`src/rtl/tank_ctrl_pkg.sv`:
```
// Shared types and helpers for the tank level pump controller.
// Holds the FSM state encoding, fault code values and the bit-vector
// helpers used to derive the level count and validate probe patterns.
package tank_ctrl_pkg;

    // Widest probe vector the helper functions accept
    localparam int MAX_SENSORS = 32;

    typedef enum logic [1:0] {
        IDLE     = 2'd0,
        FILL     = 2'd1,
        COOLDOWN = 2'd2,
        FAULT    = 2'd3
    } state_t;

    localparam logic [1:0] FC_NONE  = 2'd0;
    localparam logic [1:0] FC_DRY   = 2'd1;
    localparam logic [1:0] FC_PROBE = 2'd2;

    localparam logic [MAX_SENSORS:0] ONE_EXT = {{MAX_SENSORS{1'b0}}, 1'b1};

    // Number of set bits in a zero-extended probe vector
    function automatic logic [5:0] popcount(input logic [MAX_SENSORS-1:0] v);
        logic [5:0] cnt;
        cnt = '0;
        for (int i = 0; i < MAX_SENSORS; i++) begin
            cnt = cnt + {5'b0, v[i]};
        end
        return cnt;
    endfunction

    // True when no 0 sits below a 1, i.e. the vector is 0...01...1.
    // Adding one to a valid pattern carries through every set bit, so the
    // AND with the original is zero only for thermometer code.
    function automatic logic is_thermometer(input logic [MAX_SENSORS-1:0] v);
        logic [MAX_SENSORS:0] w;
        w = {1'b0, v};
        return ((w & (w + ONE_EXT)) == '0);
    endfunction

endpackage

```
`src/rtl/level_probe_debouncer.sv`:
```
// Single probe conditioning: 2-flop synchroniser followed by a stability
// counter. The output only follows the synchronised input after it has
// disagreed with the current output for DEBOUNCE_CYCLES consecutive cycles.
module level_probe_debouncer #(
    parameter int DEBOUNCE_CYCLES = 4
) (
    input  logic clk,
    input  logic reset,
    input  logic raw,
    output logic deb
);

    localparam int CW = (DEBOUNCE_CYCLES < 1) ? 1 : $clog2(DEBOUNCE_CYCLES + 1);
    localparam logic [CW-1:0] CNT_LAST = CW'((DEBOUNCE_CYCLES > 0) ? DEBOUNCE_CYCLES - 1 : 0);

    logic          sync1_q;
    logic          sync2_q;
    logic          deb_q;
    logic [CW-1:0] cnt_q;

    // Synchronise the raw probe, then accept a new level only after it has
    // been held long enough; any return to the old level restarts the count
    always_ff @(posedge clk or posedge reset) begin
        if (reset) begin
            sync1_q <= 1'b0;
            sync2_q <= 1'b0;
            deb_q   <= 1'b0;
            cnt_q   <= '0;
        end else begin
            sync1_q <= raw;
            sync2_q <= sync1_q;
            if (sync2_q != deb_q) begin
                if (cnt_q == CNT_LAST) begin
                    deb_q <= sync2_q;
                    cnt_q <= '0;
                end else begin
                    cnt_q <= cnt_q + CW'(1);
                end
            end else begin
                cnt_q <= '0;
            end
        end
    end

    assign deb = deb_q;

endmodule

```
`src/rtl/tank_level_pump_ctrl.sv`:
```
// Tank level pump controller: debounces N thermometer-coded probes, keeps
// the pump between START_LEVEL and STOP_LEVEL with hysteresis, enforces a
// minimum off time and latches dry-run / probe-inconsistency faults.
// Optional build macro MANUAL_OVERRIDE_EN adds a manual_on input that runs
// the pump from IDLE or COOLDOWN while the tank is below STOP_LEVEL.
module tank_level_pump_ctrl
    import tank_ctrl_pkg::*;
#(
    parameter int NUM_SENSORS     = 3,
    parameter int DEBOUNCE_CYCLES = 4,
    parameter int START_LEVEL     = 1,
    parameter int STOP_LEVEL      = 3,
    parameter int MIN_OFF_CYCLES  = 8,
    parameter int FILL_TIMEOUT    = 50
) (
    input  logic                             clk,
    input  logic                             reset,
    input  logic [NUM_SENSORS-1:0]           level,
    input  logic                             fault_clr,
`ifdef MANUAL_OVERRIDE_EN
    input  logic                             manual_on,
`endif
    output logic                             motor_on,
    output logic [$clog2(NUM_SENSORS+1)-1:0] level_count,
    output logic [1:0]                       state,
    output logic                             fault,
    output logic [1:0]                       fault_code
);

    localparam int LCW      = $clog2(NUM_SENSORS + 1);
    localparam int TMAX_VAL = (MIN_OFF_CYCLES > FILL_TIMEOUT) ? MIN_OFF_CYCLES : FILL_TIMEOUT;
    localparam int TW       = (TMAX_VAL < 1) ? 1 : $clog2(TMAX_VAL + 1);

    localparam logic [LCW-1:0] START_C   = LCW'(START_LEVEL);
    localparam logic [LCW-1:0] STOP_C    = LCW'(STOP_LEVEL);
    localparam logic [TW-1:0]  FILL_LAST = TW'((FILL_TIMEOUT > 0) ? FILL_TIMEOUT - 1 : 0);
    localparam logic [TW-1:0]  OFF_LAST  = TW'((MIN_OFF_CYCLES > 0) ? MIN_OFF_CYCLES - 1 : 0);
    localparam logic [TW-1:0]  TMAX_C    = {TW{1'b1}};

    logic [NUM_SENSORS-1:0] deb_vec;
    logic [MAX_SENSORS-1:0] deb_ext;
    logic [LCW-1:0]         level_count_q;
    logic [LCW-1:0]         last_count_q;
    logic                   probe_err_q;
    logic                   manual_ok;
    state_t                 state_q;
    logic                   motor_on_q;
    logic                   fault_q;
    logic [1:0]             fault_code_q;
    logic [TW-1:0]          timer_q;

    genvar gi;
    generate
        for (gi = 0; gi < NUM_SENSORS; gi++) begin : g_probe
            level_probe_debouncer #(
                .DEBOUNCE_CYCLES(DEBOUNCE_CYCLES)
            ) u_deb (
                .clk  (clk),
                .reset(reset),
                .raw  (level[gi]),
                .deb  (deb_vec[gi])
            );
        end
    endgenerate

    // Widen the debounced vector to the helper functions' fixed width
    always_comb begin
        deb_ext                  = '0;
        deb_ext[NUM_SENSORS-1:0] = deb_vec;
    end

`ifdef MANUAL_OVERRIDE_EN
    assign manual_ok = manual_on && (level_count_q < STOP_C);
`else
    assign manual_ok = 1'b0;
`endif

    // Register the level count and the probe-pattern check together so the
    // FSM sees both on the same cycle
    always_ff @(posedge clk or posedge reset) begin
        if (reset) begin
            level_count_q <= '0;
            probe_err_q   <= 1'b0;
        end else begin
            level_count_q <= LCW'(popcount(deb_ext));
            probe_err_q   <= !is_thermometer(deb_ext);
        end
    end

    // Pump FSM; one shared timer serves as fill watchdog and cooldown counter
    always_ff @(posedge clk or posedge reset) begin
        if (reset) begin
            state_q      <= IDLE;
            motor_on_q   <= 1'b0;
            fault_q      <= 1'b0;
            fault_code_q <= FC_NONE;
            timer_q      <= '0;
            last_count_q <= '0;
        end else begin
            last_count_q <= level_count_q;
            if (probe_err_q) begin
                // Bad probe pattern wins over everything, including fault_clr
                state_q      <= FAULT;
                motor_on_q   <= 1'b0;
                fault_q      <= 1'b1;
                fault_code_q <= FC_PROBE;
            end else begin
                case (state_q)
                    IDLE: begin
                        if (level_count_q < START_C) begin
                            state_q    <= FILL;
                            motor_on_q <= 1'b1;
                            timer_q    <= '0;
                        end else begin
                            motor_on_q <= manual_ok;
                        end
                    end
                    FILL: begin
                        if (level_count_q >= STOP_C) begin
                            state_q    <= COOLDOWN;
                            motor_on_q <= manual_ok;
                            timer_q    <= '0;
                        end else if (level_count_q > last_count_q) begin
                            // Water is still rising: restart the watchdog
                            motor_on_q <= 1'b1;
                            timer_q    <= '0;
                        end else if (timer_q >= FILL_LAST) begin
                            state_q      <= FAULT;
                            motor_on_q   <= 1'b0;
                            fault_q      <= 1'b1;
                            fault_code_q <= FC_DRY;
                        end else begin
                            motor_on_q <= 1'b1;
                            if (timer_q != TMAX_C) begin
                                timer_q <= timer_q + TW'(1);
                            end
                        end
                    end
                    COOLDOWN: begin
                        motor_on_q <= manual_ok;
                        if (timer_q >= OFF_LAST) begin
                            state_q <= IDLE;
                            timer_q <= '0;
                        end else begin
                            timer_q <= timer_q + TW'(1);
                        end
                    end
                    default: begin
                        motor_on_q <= 1'b0;
                        if (fault_clr) begin
                            state_q      <= IDLE;
                            fault_q      <= 1'b0;
                            fault_code_q <= FC_NONE;
                            timer_q      <= '0;
                        end
                    end
                endcase
            end
        end
    end

    assign motor_on    = motor_on_q;
    assign level_count = level_count_q;
    assign state       = state_q;
    assign fault       = fault_q;
    assign fault_code  = fault_code_q;

endmodule

```
`config.mk`:
```
export PLATFORM = sky130hd
export DESIGN_NAME = tank_level_pump_ctrl
export DESIGN_NICKNAME = d
export VERILOG_FILES = /design/src/rtl/tank_ctrl_pkg.sv /design/src/rtl/level_probe_debouncer.sv /design/src/rtl/tank_level_pump_ctrl.sv
export SDC_FILE = /design/constraint.sdc
export NUM_CORES = 1
export LEC_CHECK = 0
export BUFFER_PORTS_ARGS = -buffer_cell sky130_fd_sc_hd__buf_4
export CORE_MARGIN = 1
export CORE_UTILIZATION = 24
export CTS_BUF_LIST = sky130_fd_sc_hd__clkbuf_16
export CTS_CLUSTER_DIAMETER = 120
export DETAILED_ROUTE_END_ITERATION = 6
export SYNTH_ARGS = -nofsm -noshare
export SYNTH_HDL_FRONTEND = slang
export SYNTH_SLANG_ARGS = --single-unit
```
`constraint.sdc`:
```
create_clock -name clk -period 2.65 [get_ports clk]
set_input_delay 0.6625 -clock clk [delete_from_list [all_inputs] [get_ports clk]]
set_output_delay 0.6625 -clock clk [all_outputs]
set_load 0.005 [all_outputs]
```
### Word-level counts from Yosys, hierarchy flattened

Cells that the tools add are included.

| word-level totals | value |
|---|---|
| flip-flop bits (word level) | 35 |
| input bits | 6 |
| output and inout port bits | 8 |
| word-level logic and storage cells | 106 |

| operators by class | value |
|---|---|
| $add $sub $neg | 7 |
| magnitude comparators | 5 |
| equality and inequality tests | 20 |
| muxes and demuxes | 39 |
| bitwise logic cells | 2 |
| reduce and logical (&&, ||, !) cells | 13 |

Operators by type and width:

| cell | number |
|---|---|
| 6-bit 2-to-1 mux | 7 |
| 33-bit logical NOT | 1 |
| 2-bit 2-to-1 mux | 11 |
| 3-bit 2-to-1 mux | 6 |
| 6-bit case mux with 3 select lines | 1 |
| 4-bit inequality test (second input constant) | 4 |
| 3-bit inequality test (second input constant) | 5 |
| 5-bit AND reduction | 3 |
| 1-bit 2-to-1 mux | 10 |
| 3-bit by 1-bit adder with 3-bit output (second input constant) | 3 |
| 3-bit by 2-bit equality test with 1-bit output (second input constant) | 3 |
| 6-bit by 1-bit adder with 6-bit output (second input constant) | 1 |
| 6-bit by 3-bit greater-or-equal comparator with 1-bit output (second input constant) | 1 |
| 6-bit greater-or-equal comparator (second input constant) | 1 |
| 6-bit inequality test (second input constant) | 1 |
| 2-bit case mux with 3 select lines | 1 |
| 2-bit AND reduction | 3 |
| 5-bit nonzero test | 1 |
| 3-bit by 1-bit adder with 4-bit output (second input constant) | 1 |
| 3-bit by 4-bit bitwise AND with 4-bit output | 1 |
| 1-bit case mux with 2 select lines | 2 |
| 2-bit case mux with 2 select lines | 1 |
| 4-bit nonzero test | 1 |
| 1-bit inequality test | 3 |
| other kinds (14) | 14 |

### Logic depth before layout (Yosys ltp)

Gate-level depths: netlist of run 1.

| depth | value |
|---|---|
| depth after elaboration | 6 |
| depth in mapped cells | 7 |
| mapped depth without buffers | 7 |

### Cells and area by module

Synthesis of run 1 repeated with hierarchy kept, for this count alone.

| second synthesis, totals | value |
|---|---|
| cell total of the unflattened synthesis | 145 |
| area, all modules | 1656.6 um^2 |

Modules (own cells, without submodules):

| module | instances | cells an instance | area an instance (um^2) | seq. area each (um^2) |
|---|---|---|---|---|
| tank_level_pump_ctrl | 1 | 103 | 996.0 | 425.4 |
| level_probe_debouncer | 3 | 14 | 220.2 | 150.1 |

### Least setup slack after synthesis of run 1

No wires, ideal clock.

| path | value |
|---|---|
| kind | reg-to-reg |
| from | reg state_q[0] (netlist: state[0]) |
| to | reg timer_q[2] |
| library setup time | 0.121 ns |
| arrival | 1.701 ns |
| data required time | 2.529 ns |
| setup slack | 0.828 ns |
| stages on the path, launching flop included | 8 |
| path buffers | 0 |
| period minus slack after synthesis | 1.822 ns |
| cell sequence | dfrtp_1 > inv_1 > ha_1 > o21a_1 > or3_4 > a31oi_4 > o21ai_1 > o2bb2ai_1 |

| on the way | value |
|---|---|
| cells in the longest elaborated chain, start to end | 3 |
| elaborated cells on any way between the ends | 9 |
| classes of those cells | 5 x eq/ne; 1 x mux; 3 x reduce/logical |

RTL lines:

| element | RTL line | RTL |
|---|---|---|
| start, declared | tank_level_pump_ctrl.sv:46 | `state_t state_q;` |
| start signal, assigned | tank_level_pump_ctrl.sv:93 | `state_q <= IDLE;` |
| start signal, assigned | tank_level_pump_ctrl.sv:103 | `state_q <= FAULT;` |
| start signal, assigned | tank_level_pump_ctrl.sv:111 | `state_q <= FILL;` |
| 2-bit by 1-bit equality test with 1-bit output (tied with other cells) | tank_level_pump_ctrl.sv:108 | `case (state_q)` |
| 4-bit inequality test (no source line) (tied with other cells) | n/a |  |
| 5-bit AND reduction (no source line) | n/a |  |
| end signal, assigned | tank_level_pump_ctrl.sv:135 | `timer_q <= timer_q + TW'(1);` |
| end signal, assigned | tank_level_pump_ctrl.sv:145 | `timer_q <= timer_q + TW'(1);` |
| end, declared | tank_level_pump_ctrl.sv:50 | `logic [TW-1:0] timer_q;` |

Parallel ways exist; a longest one is shown, timed or not.
A chain may end at the register's enable or synchronous reset.

### Final worst setup path of run 1

| path | value |
|---|---|
| from | reg state_q[0] (netlist: state[0]) |
| to | reg timer_q[3] |

Same word-level chain as after synthesis.

==> results of run 1 <==
[logic make-up (layout without fill, tap and decap cells)]
kind of cell    Yosys count  count (layout)
fa+ha+maj                12              12
compound gates           27              27
flops                    35              35
mux                       4               4
buf+inv                  12              33
xor+xnor                  3               3
simple gates             48              48
[sequential cells by signal, summed over array words and instances (netlist names), 2 cells and up]
signal,count
g_probe.u_deb.cnt_q,9
timer_q,6
g_probe.u_deb.deb,3
g_probe.u_deb.sync1_q,3
g_probe.u_deb.sync2_q,3
fault_code,2
last_count_q,2
level_count,2
state,2
[cell type report]
class | count | area [um2]
Clock buffer | 5 | 125
Inverter | 11 | 41.3
Tap cell | 77 | 96.3
Fill cell | 639 | 4420
Sequential cell | 35 | 876
Multi-Input combinational cell | 94 | 681
Timing Repair Buffer | 14 | 105
Clock inverter | 3 | 38.8
[power by group]
| part | switching, mW | total, mW | internal, mW |
|---|---|---|---|
| Combinational | 0.404 | 0.754 | 0.350 |
| Clock | 0.210 | 0.648 | 0.438 |
| Sequential | 0.150 | 0.832 | 0.682 |
| Total | 0.764 | 2.23 | 1.47 |
[synth_stat cells, types with 2 or more instances]
| cell | n | area share |
|---|---|---|
| nor3_1 | 7 | 0.022 |
| nand3_1 | 4 | 0.013 |
| mux2_2 | 3 | 0.021 |
| nor3b_1 | 4 | 0.019 |
| nand2b_1 | 2 | 0.0078 |
| nand2_1 | 10 | 0.023 |
| nor2b_1 | 6 | 0.023 |
| o21a_1 | 2 | 0.0094 |
| ha_1 | 11 | 0.086 |
| xnor2_1 | 3 | 0.016 |
| a41oi_1 | 2 | 0.011 |
| inv_1 | 11 | 0.026 |
| dfrtp_1 | 35 | 0.55 |
| o21ai_1 | 7 | 0.022 |
| o2bb2ai_1 | 2 | 0.011 |
| nor2_1 | 9 | 0.021 |
| a21oi_1 | 4 | 0.013 |
[critical path, delay by kind of cell, from the launching register on]
kind / cells / cell delay, ns
adders and majority gates: 1 / 0.27
DFF: 1 / 0.46
and+or+nand+nor: 1 / 0.39
buffers and inverters: 1 / 0.12
AOI/OAI and AO/OA: 4 / 0.68
[metrics by stage]
stage | cell area, um2 | util | hold slack [ns]
after global placement | 1800 | 0.282 | 0.334
final | 1960 | 0.307 | 0.347
after CTS | 1960 | 0.307 | 0.350
after detailed placement | 1800 | 0.282 | 0.336
after global routing | 1960 | 0.307 | 0.356
after floorplan | 1600 | - | 0.331
[layer usage]
layer | part of all wire | wire, um | vias to the layer above
li1 | - | - | 540
met1 | 0.47 | 1340 | 544
met2 | 0.44 | 1240 | 30
met3 | 0.065 | 182 | 5
met4 | 0.018 | 52 | 0
met5 | 0 | 0 | -
[final timing paths]
kind | startpoint | endpoint | slack (ns) | cells after the start
worst max-delay path | state[0]$_DFFE_PP0P_ | timer_q[3]$_DFFE_PP0P_ | 0.61 | 7
worst min-delay path | g_probe[2].u_deb.sync1_q$_DFF_PP0_ | g_probe[2].u_deb.sync2_q$_DFF_PP0_ | 0.35 | 0
worst max register to register | state[0]$_DFFE_PP0P_ | timer_q[3]$_DFFE_PP0P_ | 0.61 | 7
worst min register to register | g_probe[2].u_deb.sync1_q$_DFF_PP0_ | g_probe[2].u_deb.sync2_q$_DFF_PP0_ | 0.35 | 0
max in group asynchronous | reset | state[0]$_DFFE_PP0P_ | 1.84 | 3
min in group asynchronous | reset | timer_q[0]$_DFFE_PP0P_ | 0.49 | 3
==> out/results.tsv, run 1 <==
metric	value	unit
status	finished clean	
Yosys reg bits	35	
routability cong.	0.858	
critical path type	flop to flop	
layout cells sized above 1	0.167	
CP max stage cell	dfrtp_1	
Worst Path Required	2.81	ns
Die Ht	83.7	um
total grt overflow	0	
max-slew violations	0	
combinational family with the most area after synthesis	simple AND/OR/NAND/NOR gates	
CTS tree	done	
Die X	83.7	um
Cell Pwr Density	1140	nW/um2
Crit Path Max Fanout	9	
RSZ-0062 raised after global routing	false	
global-route wire length before repair	5090	um
Post-Synth Adder-Cell Area	0.0984	
M3 GR Usage	0.0415	
full die area	7000	um2
Peak VDD IR	532	uV
drt total wl	2810	um
worst skew pair latency	0.28	ns
Overall Power	2.23	mW
leakage	0.874	nW
commonest non-fill, non-tap cell in the layout	dfrtp_1	
Worst EP arrival	2.20	ns
DR iter-0 viols	54	
maxcap violations	0	
hpwl dp	1990	um
Area growth syn-to-layout	22.6	%
count of hold-fix buffers inserted at cts	0	
Post-synth EDFFs	0	
post-synthesis xor/xnor area fraction	0.0164	
final setup margin	0.608	ns
largest net degree at the start of global routing	36	
fraction of synthesized area in multiplexers	0.0273	
Max clock buf depth	2	
Fin Setup TNS	0	ns
Ys Warns	0	
Nets	179	
detailed-route via count	1119	
Inserted Clock Buffers	5	
CP Launch Type	flop	
Yosys cell types	36	
All-Layer GR Usage	0.0912	
M1 GR Usage	0.115	
Simple-Gate Fraction of Synth Area	0.158	
commonest non-fill, non-tap cells in the layout	35 x dfrtp_1, 14 x buf_4, 11 x inv_1, 11 x ha_1, 10 x nand2_1	
Vias/cell	4.68	
clock sink count	35	
placed insts	231	
Hold Crit Class	flop to flop	
worst-path cell chain	inv_1, ha_1, o21a_1, or3_4, a31oi_4, o21ai_1, o2bb2ai_1	
initial core utilization	0.251	
Post-DRT Antenna Nets	0	
initial antenna violation count	0	
TritonRoute pass-1 iters	4	
Worst setup EP type	flop	
core footprint	6390	um2
slowest stage delay, CP	0.46	ns
syn avg cell area	11.4	um2
Tightest Pin Transition	0.524	ns
Post-Syn Area	1600	um2
post-CTS setup buffer count	0	
htree depth	2	
number of remaining DRC errors	0	
cell count after synthesis	141	
Async SR Flop Fraction	1.00	
Primary FF master, synth	dfrtp_1	
post-route insts no fill	239	
Hold Fails Final Rpt	0	
# rows	29	
Tmin final	2.04	ns
busiest grt layer	met2	
fmax	490	MHz
Seq/Total Area, Yosys	0.547	
Synth Area in Compound Gates	0.125	
grt met2 use	0.135	
Rel. slew slack	0.645	
Final Cycle Share	0.771	
CTS-repair resized insts	0	
io pins	14	
wire length per cell	11.8	um
pre-CTS WS	0.617	ns
Port Buffers	13	
number of antenna diodes	0	
Post-Synthesis Net Count	159	
Final Skew	0.00413	ns
Reg clk slew, reported paths	0.05	ns
endpoints failing setup	0	
number of global-route vias before repair	1164	
root buffer cell	clkbuf_16	
Note: power is estimated with default switching activity, not from simulation.
==> run 2, diff against run 1 <==
Settings changed: ABC_AREA set to 1.
Clock period 2.65 ns to 2 ns, I/O delays scaled along.
==> run 2 against run 1 <==
Compared with the run above:
- register-to-register slack got worse by 0.28 ns
- fmax rose by 22%
- sequential power rose by 29%
- die area rose by 13%
- sequential share of layout area fell by 4.5 points
- hold slack got worse by 0.024 ns
- power rose by 39%
- clock-buffer cell count did not move
- utilization fell by 0.76 points
- clock skew rose by 0.00054 ns
- first-iteration DRC count rose by 46%
- via count rose by 17%
- largest cell class unchanged
- largest power group is now combinational cells
==> out/results.tsv, run 2 <==
metric	value	unit
status	finished clean	
slowest stage delay, CP	0.41	ns
Inserted Clock Buffers	5	
post-layout instance area	2190	um2
Rel. slew slack	0.710	
commonest non-fill, non-tap cell in the layout	nand2_1	
Hold Startpoint	level[1]	
Final Skew	0.00466	ns
fill count	793	
layout cells sized above 1	0.162	
Async SR Flop Fraction	1.00	
max-slew violations	0	
Post-DRT Antenna Nets	0	
drt total wl	3210	um
R2R Setup Slk	0.33	ns
most common cell in the netlist	nand2_1	
top-area cell type share of the netlist area	0.480	
syn avg cell area	8.81	um2
Largest regs	g_probe.u_deb.cnt_q (9), timer_q (6)	
Area growth syn-to-layout	19.9	%
placed insts	319	
Ys Warns	0	
post-route insts no fill	327	
Die Ht	89.2	um
RSZ-0062 raised after global routing	false	
maxcap violations	0	
initial core utilization	0.250	
fin util	0.300	
number of global-route vias before repair	1260	
initial antenna violation count	0	
CP max stage cell	dfrtp_1	
total grt overflow	0	
leakage	1.13	nW
CTS-repair resized insts	0	
Primary FF master, synth	dfrtp_1	
Top delay family on crit path	simple AND/OR/NAND/NOR gates	
Worst setup EP type	flop	
routability cong.	0.798	
final setup margin	0.332	ns
Fin Setup TNS	0	ns
htree depth	2	
# rows	31	
Tightest Pin Transition	0.436	ns
Hold Fails Final Rpt	0	
hpwl dp	2440	um
Yosys reg bits	35	
worst skew pair latency	0.28	ns
wire length per cell	9.81	um
full die area	7950	um2
reg2reg end	timer_q[4]$_DFFE_PP0P_	
fmax	599	MHz
clock sink count	35	
area leader, netlist	dfrtp_1	
root buffer cell	clkbuf_16	
core footprint	7290	um2
global-route wire length before repair	5420	um
Reg clk slew, reported paths	0.06	ns
Biggest register	g_probe.u_deb.cnt_q	
Overall Power	3.12	mW
number of antenna diodes	0	
max reg flops	9	
CTS tree	done	
post-CTS setup buffer count	0	
reg2reg path depth	9	
Max clock buf depth	2	
Tmin final	1.67	ns
synth top area cells	dfrtp_1 48%, nand2_1 11%, ha_1 7.5%, inv_1 7.0%, nand3_1 4.1%	
TritonRoute pass-1 iters	4	
Nets	245	
hold path depth	1	
CP Buf/Inv Count	3	
CP Launch Type	flop	
Cell Pwr Density	1430	nW/um2
All-Layer GR Usage	0.0899	
Final Cycle Share	0.834	
Hold Crit Class	input port to flop	
number of remaining DRC errors	0	
Worst EP arrival	1.83	ns
io pins	14	
cell count after synthesis	207	
Die X	89.2	um
detailed-route via count	1311	
commonest non-fill, non-tap cells in the layout	52 x nand2_1, 35 x dfrtp_1, 34 x inv_1	
Yosys cell types	28	
Post-Synthesis Net Count	225	
DR iter-0 viols	79	
largest net degree at the start of global routing	36	
Post-synth EDFFs	0	
Port Buffers	13	
Post-Syn Area	1820	um2
Worst R2R Start	state[1]$_DFFE_PP0P_	
synth cell count leaders	52 x nand2_1, 35 x dfrtp_1, 34 x inv_1	
Crit Path Max Fanout	7	
count of hold-fix buffers inserted at cts	0	
Hold Slack	0.323	ns
Cell Area, Placed	2040	um2
worst-path cell chain	inv_1, ha_1, inv_2, nand4_2, nand3_2, nor2_4, inv_2, nand2_1, nand2_1	
Seq/Total Area, Yosys	0.480	
hold endpoint	g_probe[1].u_deb.sync1_q$_DFF_PP0_	
Worst Path Required	2.17	ns
endpoints failing setup	0	
pre-CTS WS	0.322	ns
critical path type	flop to flop	
Peak VDD IR	530	uV
Vias/cell	4.01	
crit path launch	state[1]$_DFFE_PP0P_	
run 2: cell count changes after synthesis, moves of 3 or more:
cell	delta
o21ai_1	-6
nor2b_1	-6
nand3_1	+11
nor2_1	+5
nor3b_1	-3
nand2_1	+42
a21oi_1	-3
nand3b_1	+3
inv_1	+23
nand4_1	+7
inv_2	+3
run 2: report_power, final:
group	total [mW]	internal, mW	switching [mW]
sequential	1.07	0.911	0.163
clock	0.761	0.459	0.303
combinational	1.28	0.513	0.768
total	3.12	1.88	1.23
run 2: cell type report:
| class | count | area, um2 | share of cell area |
|---|---|---|---|
| Sequential cell | 35 | 876 | 0.401 |
| Multi-Input combinational cell | 134 | 797 | 0.365 |
| Inverter | 37 | 139 | 0.0635 |
| Clock buffer | 5 | 125 | 0.0572 |
| Tap cell | 99 | 124 | 0.0567 |
| Timing Repair Buffer | 14 | 105 | 0.0481 |
| Clock inverter | 3 | 20.0 | 0.00916 |
run 2: how the worst max path moves through the flow:
stage	end	slack [ns]	depth (start not counted)
floorplan	timer_q[4]$_DFFE_PP0P_	0.52	10
global placement	timer_q[4]$_DFFE_PP0P_	0.33	9
detailed placement	timer_q[4]$_DFFE_PP0P_	0.32	9
CTS	timer_q[4]$_DFFE_PP0P_	0.31	9
global route	timer_q[4]$_DFFE_PP0P_	0.16	9
finish	timer_q[4]$_DFFE_PP0P_	0.33	9
run 2: kinds of logic after synthesis:
logic type | after synthesis | synth area share
and+or+nand+nor | 110 | 0.300
buffers and inverters | 38 | 0.0824
DFF | 35 | 0.480
adders and majority gates | 12 | 0.0865
AOI/OAI and AO/OA | 6 | 0.0206
xor gates and xnor gates | 5 | 0.0240
muxes | 1 | 0.00618
run 2: per-layer routing:
metal  wire length, um  up-vias  track usage
met2              1470       17        0.148
met1              1560      604        0.112
met3               148        5       0.0314
met5                 0        -            0
li1                  -      685            -
met4                33        0       0.0260
